<file path="src/rtl/regfile_write_arbiter.sv">
// regfile_write_arbiter
//   Shares the single write port of a 4 x 8-bit register file between two
//   writeback requesters, and provides a hardware clear sequence that zeroes
//   all four registers on consecutive cycles.
//
//   Ports
//     clk, reset                 rising-edge clock, async active-high reset
//     req0_valid/addr/data       port 0 (core writeback) request
//     req0_ready                 port 0 accepted this cycle (combinational)
//     req1_valid/addr/data       port 1 (debug/host loader) request
//     req1_ready                 port 1 accepted this cycle (combinational)
//     clear_req                  one-cycle request to zero all registers
//     busy                       clear sequence in progress
//     RegWrite_Enable            registered write strobe to the register file
//     WriteRegister              registered write address
//     WriteData                  registered write data
//     grant_id                   port that won the most recent transfer
module regfile_write_arbiter (
  input  logic       clk,
  input  logic       reset,
  input  logic       req0_valid,
  input  logic [1:0] req0_addr,
  input  logic [7:0] req0_data,
  output logic       req0_ready,
  input  logic       req1_valid,
  input  logic [1:0] req1_addr,
  input  logic [7:0] req1_data,
  output logic       req1_ready,
  input  logic       clear_req,
  output logic       busy,
  output logic       RegWrite_Enable,
  output logic [1:0] WriteRegister,
  output logic [7:0] WriteData,
  output logic       grant_id
);

  typedef enum logic {IDLE, CLEAR} state_t;

  state_t     state, state_nxt;
  logic [1:0] cnt, cnt_nxt;
  logic       last_grant, last_grant_nxt;
  logic       we_nxt;
  logic [1:0] wa_nxt;
  logic [7:0] wd_nxt;
  logic       gid_nxt;

  assign busy = (state == CLEAR);

  always_comb begin
    state_nxt      = state;
    cnt_nxt        = cnt;
    last_grant_nxt = last_grant;
    we_nxt         = 1'b0;
    wa_nxt         = WriteRegister;
    wd_nxt         = WriteData;
    gid_nxt        = grant_id;
    req0_ready     = 1'b0;
    req1_ready     = 1'b0;

    case (state)
      IDLE: begin
        if (clear_req) begin
          // Clear wins over any pending request; register 0 is written now,
          // the counter walks registers 1..3 in the following cycles.
          we_nxt    = 1'b1;
          wa_nxt    = 2'd0;
          wd_nxt    = 8'h00;
          cnt_nxt   = 2'd1;
          state_nxt = CLEAR;
        end else begin
          if (req0_valid && req1_valid) begin
            // Contest: the port that did not win last time goes first.
            req0_ready = last_grant;
            req1_ready = ~last_grant;
          end else begin
            req0_ready = req0_valid;
            req1_ready = req1_valid;
          end

          if (req0_valid && req0_ready) begin
            we_nxt         = 1'b1;
            wa_nxt         = req0_addr;
            wd_nxt         = req0_data;
            last_grant_nxt = 1'b0;
            gid_nxt        = 1'b0;
          end else if (req1_valid && req1_ready) begin
            we_nxt         = 1'b1;
            wa_nxt         = req1_addr;
            wd_nxt         = req1_data;
            last_grant_nxt = 1'b1;
            gid_nxt        = 1'b1;
          end
        end
      end

      CLEAR: begin
        // clear_req is deliberately ignored here: no restart, no extension.
        we_nxt  = 1'b1;
        wa_nxt  = cnt;
        wd_nxt  = 8'h00;
        cnt_nxt = cnt + 2'd1;
        if (cnt == 2'd3) state_nxt = IDLE;
      end

      default: state_nxt = IDLE;
    endcase
  end

  // Registered stage driving the register-file write port
  always_ff @(posedge clk or posedge reset) begin
    if (reset) begin
      state           <= IDLE;
      cnt             <= 2'd0;
      last_grant      <= 1'b1;
      RegWrite_Enable <= 1'b0;
      WriteRegister   <= 2'd0;
      WriteData       <= 8'h00;
      grant_id        <= 1'b0;
    end else begin
      state           <= state_nxt;
      cnt             <= cnt_nxt;
      last_grant      <= last_grant_nxt;
      RegWrite_Enable <= we_nxt;
      WriteRegister   <= wa_nxt;
      WriteData       <= wd_nxt;
      grant_id        <= gid_nxt;
    end
  end

endmodule
</file>
<file path="config.mk">
export PLATFORM = sky130hd
export DESIGN_NAME = regfile_write_arbiter
export DESIGN_NICKNAME = d
export VERILOG_FILES = /design/src/rtl/regfile_write_arbiter.sv
export SDC_FILE = /design/constraint.sdc
export NUM_CORES = 1
export LEC_CHECK = 0
export ABC_AREA = 1
export ABC_CLOCK_PERIOD_IN_PS = 3250
export CORE_MARGIN = 10
export CORE_UTILIZATION = 42
export DETAILED_ROUTE_END_ITERATION = 10
export PLACE_DENSITY = 0.92
export SLEW_MARGIN = 40
export SYNTH_ARGS = -nofsm -noshare
export SYNTH_HDL_FRONTEND = slang
export SYNTH_SLANG_ARGS = --single-unit
export TNS_END_PERCENT = 100
</file>
<file path="constraint.sdc">
create_clock -name clk -period 3.25 [get_ports clk]
set_input_delay 0.4875 -clock clk [delete_from_list [all_inputs] [get_ports clk]]
set_output_delay 0.4875 -clock clk [all_outputs]
set_load 0.05 [all_outputs]
</file>
* Yosys cells after proc, flatten, opt, wreduce, memory -nomap -nowiden
Cells that the tools add are included.
** Storage, ports and cells
- Bits in registers :: 16
- Bits of input ports :: 25
- Output and inout port bits :: 15
- Word-level logic and storage cells :: 48
** Cells by class
- $add $sub $neg :: 1
- Equal/unequal tests :: 3
- Mux-type cells :: 29
- Bitwise gates (word level) :: 3
- Reductions and logical operators :: 5
** Operators with widths (count)
- two-way mux 8 bit :: 3
- two-way mux 1 bit :: 17
- case mux 8 bit (2 select lines) :: 1
- two-way mux 2 bit :: 4
- case mux 2 bit (2 select lines) :: 2
- != test 4 bit, second input constant :: 1
- case mux 1 bit (2 select lines) :: 2
- logical AND 1 bit :: 3
- NOT 1 bit :: 3
- AND reduction 3 bit :: 1
- adder 2 x 1 -> 2 bit, second input constant :: 1
- equality test 2 bit, second input constant :: 1
- != test 2 bit, second input constant :: 1
- nonzero test 2 bit :: 1

* Logic depth before layout (Yosys ltp)
- Depth after elaboration :: 9
- Gate-level depth with buffers :: 8
- Mapped depth without buffers :: 7

* Worst setup path after synthesis
Ideal clock, no wire load.
- Path type :: register -> output
- Start :: reg state (netlist: busy)
- End :: out req1_ready
- Arrival :: 1.689 ns
- Data required time :: 2.762 ns
- Path slack :: 1.073 ns
- Cell stages (with the launch flop) :: 4
- Path buffers :: 0
- Cell sequence :: dfrtp_1 > nor2_4 > inv_2 > nor2_1
** On the way
- Cells in the longest elaborated chain, start to end :: 1
** RTL lines
- start: declaration :: RTL line 39 : state_t state, state_nxt;
- start signal: assignment :: RTL line 120 : state <= state_nxt;
- two-way mux 1 bit :: RTL line 60 : case (state)
- end: declaration :: RTL line 28 : output logic req1_ready,
Every way passes these cells.

* Worst setup path after layout
- Start :: in clear_req
- End :: out req0_ready
** On the way
- Cells in the longest elaborated chain, start to end :: 2
** RTL lines
- start: declaration :: RTL line 29 : input logic clear_req,
- two-way mux 1 bit :: RTL line 62 : if (clear_req) begin
- two-way mux 1 bit :: RTL line 60
- end: declaration :: RTL line 24 : output logic req0_ready,
Every way passes these cells.

==> results.md <==
* Syn_area_per_cell at between 7 and 8 µm²
* Max Slew Vio Count at 0
* Worst-Skew Late Latency at 300 ps
* Synth Warn # at 0
* Num CTS Buffers at 3
* Ratio of cells with drive above 1 in the final layout at under 10%
* Clk_skew at between 9 and 10 ps
* Worst min path class: reg -> reg
* CTS Hold Buffers Added at 0
* Post-synth EDFFs at 0
* First DRT Iteration DRCs at 65
* GRT Overall Usage at roughly an eighth
* Row Count at 16
* Final period util at between 80% and 90%
* Hold Crit Start: grant_id
* CTS-repair resized insts at 0
* Vias in the first global route at between 800 and 900
* Crit path arrival time at 2210 ps
* Post-Syn Area at approximately 830 µm²
* Total power at about 0.86 mW
* Number of placed cells counting well taps at between 150 and 200
* Router iterations before antenna repair at 4
* Nets at ~170
* Int Pwr at approximately 0.47 mW
* Ys async rst share at 100%
* Finished Layout Cells at about 170
* Crit-path most repeated cell: clkdlybuf4s50_1
* CP max stage delay at roughly 800 ps
* Slew margin rel. at about 60%
* Drt via density at 4.93
* Worst reg2reg path endpoint: WriteRegister[1]
* # diodes at 0
* Switching Power at 0.390 mW
* Max-cap violations at 0
* Die outline width at ~65 µm
* Crit-path leading delay family: buffers and inverters
* Clock root cell: clkbuf_4
* Static leakage at between 0.5 and 0.6 nW
* Power per cell area at 680 nW/µm²
* WP buf/inv at 3
* Final setup violation count at 0
* Final Hold Fails at 0
* # IOs at 40
* Routability congestion estimate at slightly above 0.8
* Worst-Margin Slew at slightly above 600 ps
* DR vias at 853
* Crit end category: output port
* M3 GR Usage at under 10%
* Die ar. at around 4200 µm²
* Drt total wl at around 2.5 mm
* Setup Crit Path Kind: in -> out
* Synth cell types at 20
* Commonest cells post-synth: nand2_1 (34), dfrtp_1 (15), inv_1 (13)
* Setup ws final at between 500 and 600 ps
* Clock power share at a little over an eighth
* Wirelength per Cell at ~14 µm
* Clock buffer depth at 2
* Critical Path Start Type: input pin
* Dominant cell type by area after synthesis: dfrtp_1
* Syn nets at around 130
* Met1 Usage GRT at 13.9%
* First-pass GRT wire length at 4.04 mm
* Area growth, synth to finish at 52.4%
* Post-CTS setup buffer count at 0
* H-tree depth at 1
* Core area at between 1500 and 2000 µm²
* Worst vdd ir at about 0.00038 V
* Yosys reg bits at 16
* # clock sinks at 16
* Reg2reg setup slack at ~1500 ps
* RSZ-0062 raised after global routing: no
* CP max FO at 9
* Most frequent cell after synthesis: nand2_1
* GRT Max-Usage Layer: met2
* Min cycle time layout at 2700 ps
* Dpl ws at around 540 ps
* Die H at ~65 µm
* Fill count at about 170
* Remaining Overflow, GRT at 0
* Post-route cell area at 1270 µm²
* Detail Route Antenna Nets at 0
* Initial Utilization at 43.4%
* Combinational cell fraction of total power at 51.8%
* CTS tree: done
* Top cells by area, synth: dfrtp_1 (45%), nand2_1 (15%), nand3_1 (6.0%)
* Met2 usage at approximately 20%
* WP depth at 5
* CP required at approximately 2800 ps
* Reg clk slew, reported paths at approximately 80 ps
* Yosys top cell area share at a little under half
* Final hold slack at between 500 and 600 ps
* Outcome: complete, no violations
* DRC viols at 0
* WHS Endpoint: grant_id
* Seq pwr share at approximately a third
* Cell Chain, Critical Path: clkdlybuf4s50_1 > nor2_4 > nand3_2 > inv_1 > clkdlybuf4s50_1
* Max Fclk at around 0.37 GHz
* Number of cells on the worst hold path at 2
* Setup TNS Final at 0 ps
* Post-Route Utilization at 66.1%
* DPL Wire Length at roughly 2.0 mm
* Worst path slowest cell: clkdlybuf4s50_1
* R2R cell count at 8
* Ys flop type: dfrtp_1
* Largest net degree at the start of global routing at 17
* Worst r2r src: last_grant
* IO Port Bufs at 39
* Register area share after synthesis at approximately 48%
* Sw frac at between 40 and 50%
* Initial antenna violation count at 0
* Syn Inst Count at 105
* Area after DPL at roughly 1200 µm²
## logic make-up (layout without fill, tap and decap cells)
| family | Yosys count | count (layout) | share of synthesized area (%) |
|---|---|---|---|
| simple gates | 56 | 56 | 29.7 |
| fa+ha+maj | 1 | 1 | 1.50 |
| buf+inv | 18 | 59 | 9.46 |
| compound gates | 14 | 14 | 11.1 |
| flops | 16 | 16 | 48.2 |
## how the worst max path moves through the flow
| stage | from | endpoint | slack, ps |
|---|---|---|---|
| after floorplan | busy | req1_ready | 1070 |
| after global placement | clear_req | req0_ready | 570 |
| after detailed placement | clear_req | req0_ready | 540 |
| after CTS | clear_req | req0_ready | 540 |
| after global routing | clear_req | req0_ready | 480 |
| final | clear_req | req0_ready | 550 |
## cell type report
type                       count  area (µm²)  area share [%]
multi-input combinational     71         353            27.8
tap                           27        33.8            2.66
sequential                    16         402            31.6
inverter                      14        52.6            4.14
timing repair buffer          41         403            31.7
clock buffer                   4        26.3            2.07
## worst min-delay path: stages (launching register included)
cell	delay, ps
dfrtp_1	350
o21ai_0	80
inv_1	50
## cells in the final DEF (no fill, tap or decap)
master / count
o21ai_0: 2
ha_1: 1
clkbuf_4: 3
nand3_1: 10
nand4_1: 2
nor2_4: 1
o21ai_1: 7
clkbuf_1: 1
o21a_1: 1
buf_4: 3
dfrtp_1: 15
a21oi_1: 1
nand3_2: 2
nor2_1: 7
clkdlybuf4s50_1: 38
inv_2: 1
o21ai_4: 1
a22o_2: 1
dfstp_2: 1
inv_1: 13
o21ai_2: 1
nand2_1: 34
## power by group through the flow
stage	clock network, mW	registers (mW)	logic (mW)
3_5_place_dp	0	0.305	0.451
5_1_grt	0.118	0.309	0.488
4_1_cts	0.116	0.302	0.453
6_report	0.114	0.303	0.447
2_1_floorplan	0	0.432	0.170
3_3_place_gp	0	0.302	0.441
## sequential cells by signal, summed over array words and instances (netlist names)
name / flops
RegWrite_Enable: 1
WriteData: 8
WriteRegister: 2
last_grant: 1
busy: 1
grant_id: 1
cnt: 2
## metal layers
metal | share of wire [%] | up-vias
li1 | - | 416
met1 | 41 | 399
met2 | 50 | 33
met3 | 6.6 | 5
met4 | 1.8 | 0
met5 | 0 | -
Note: power is estimated with default switching activity, not from simulation.
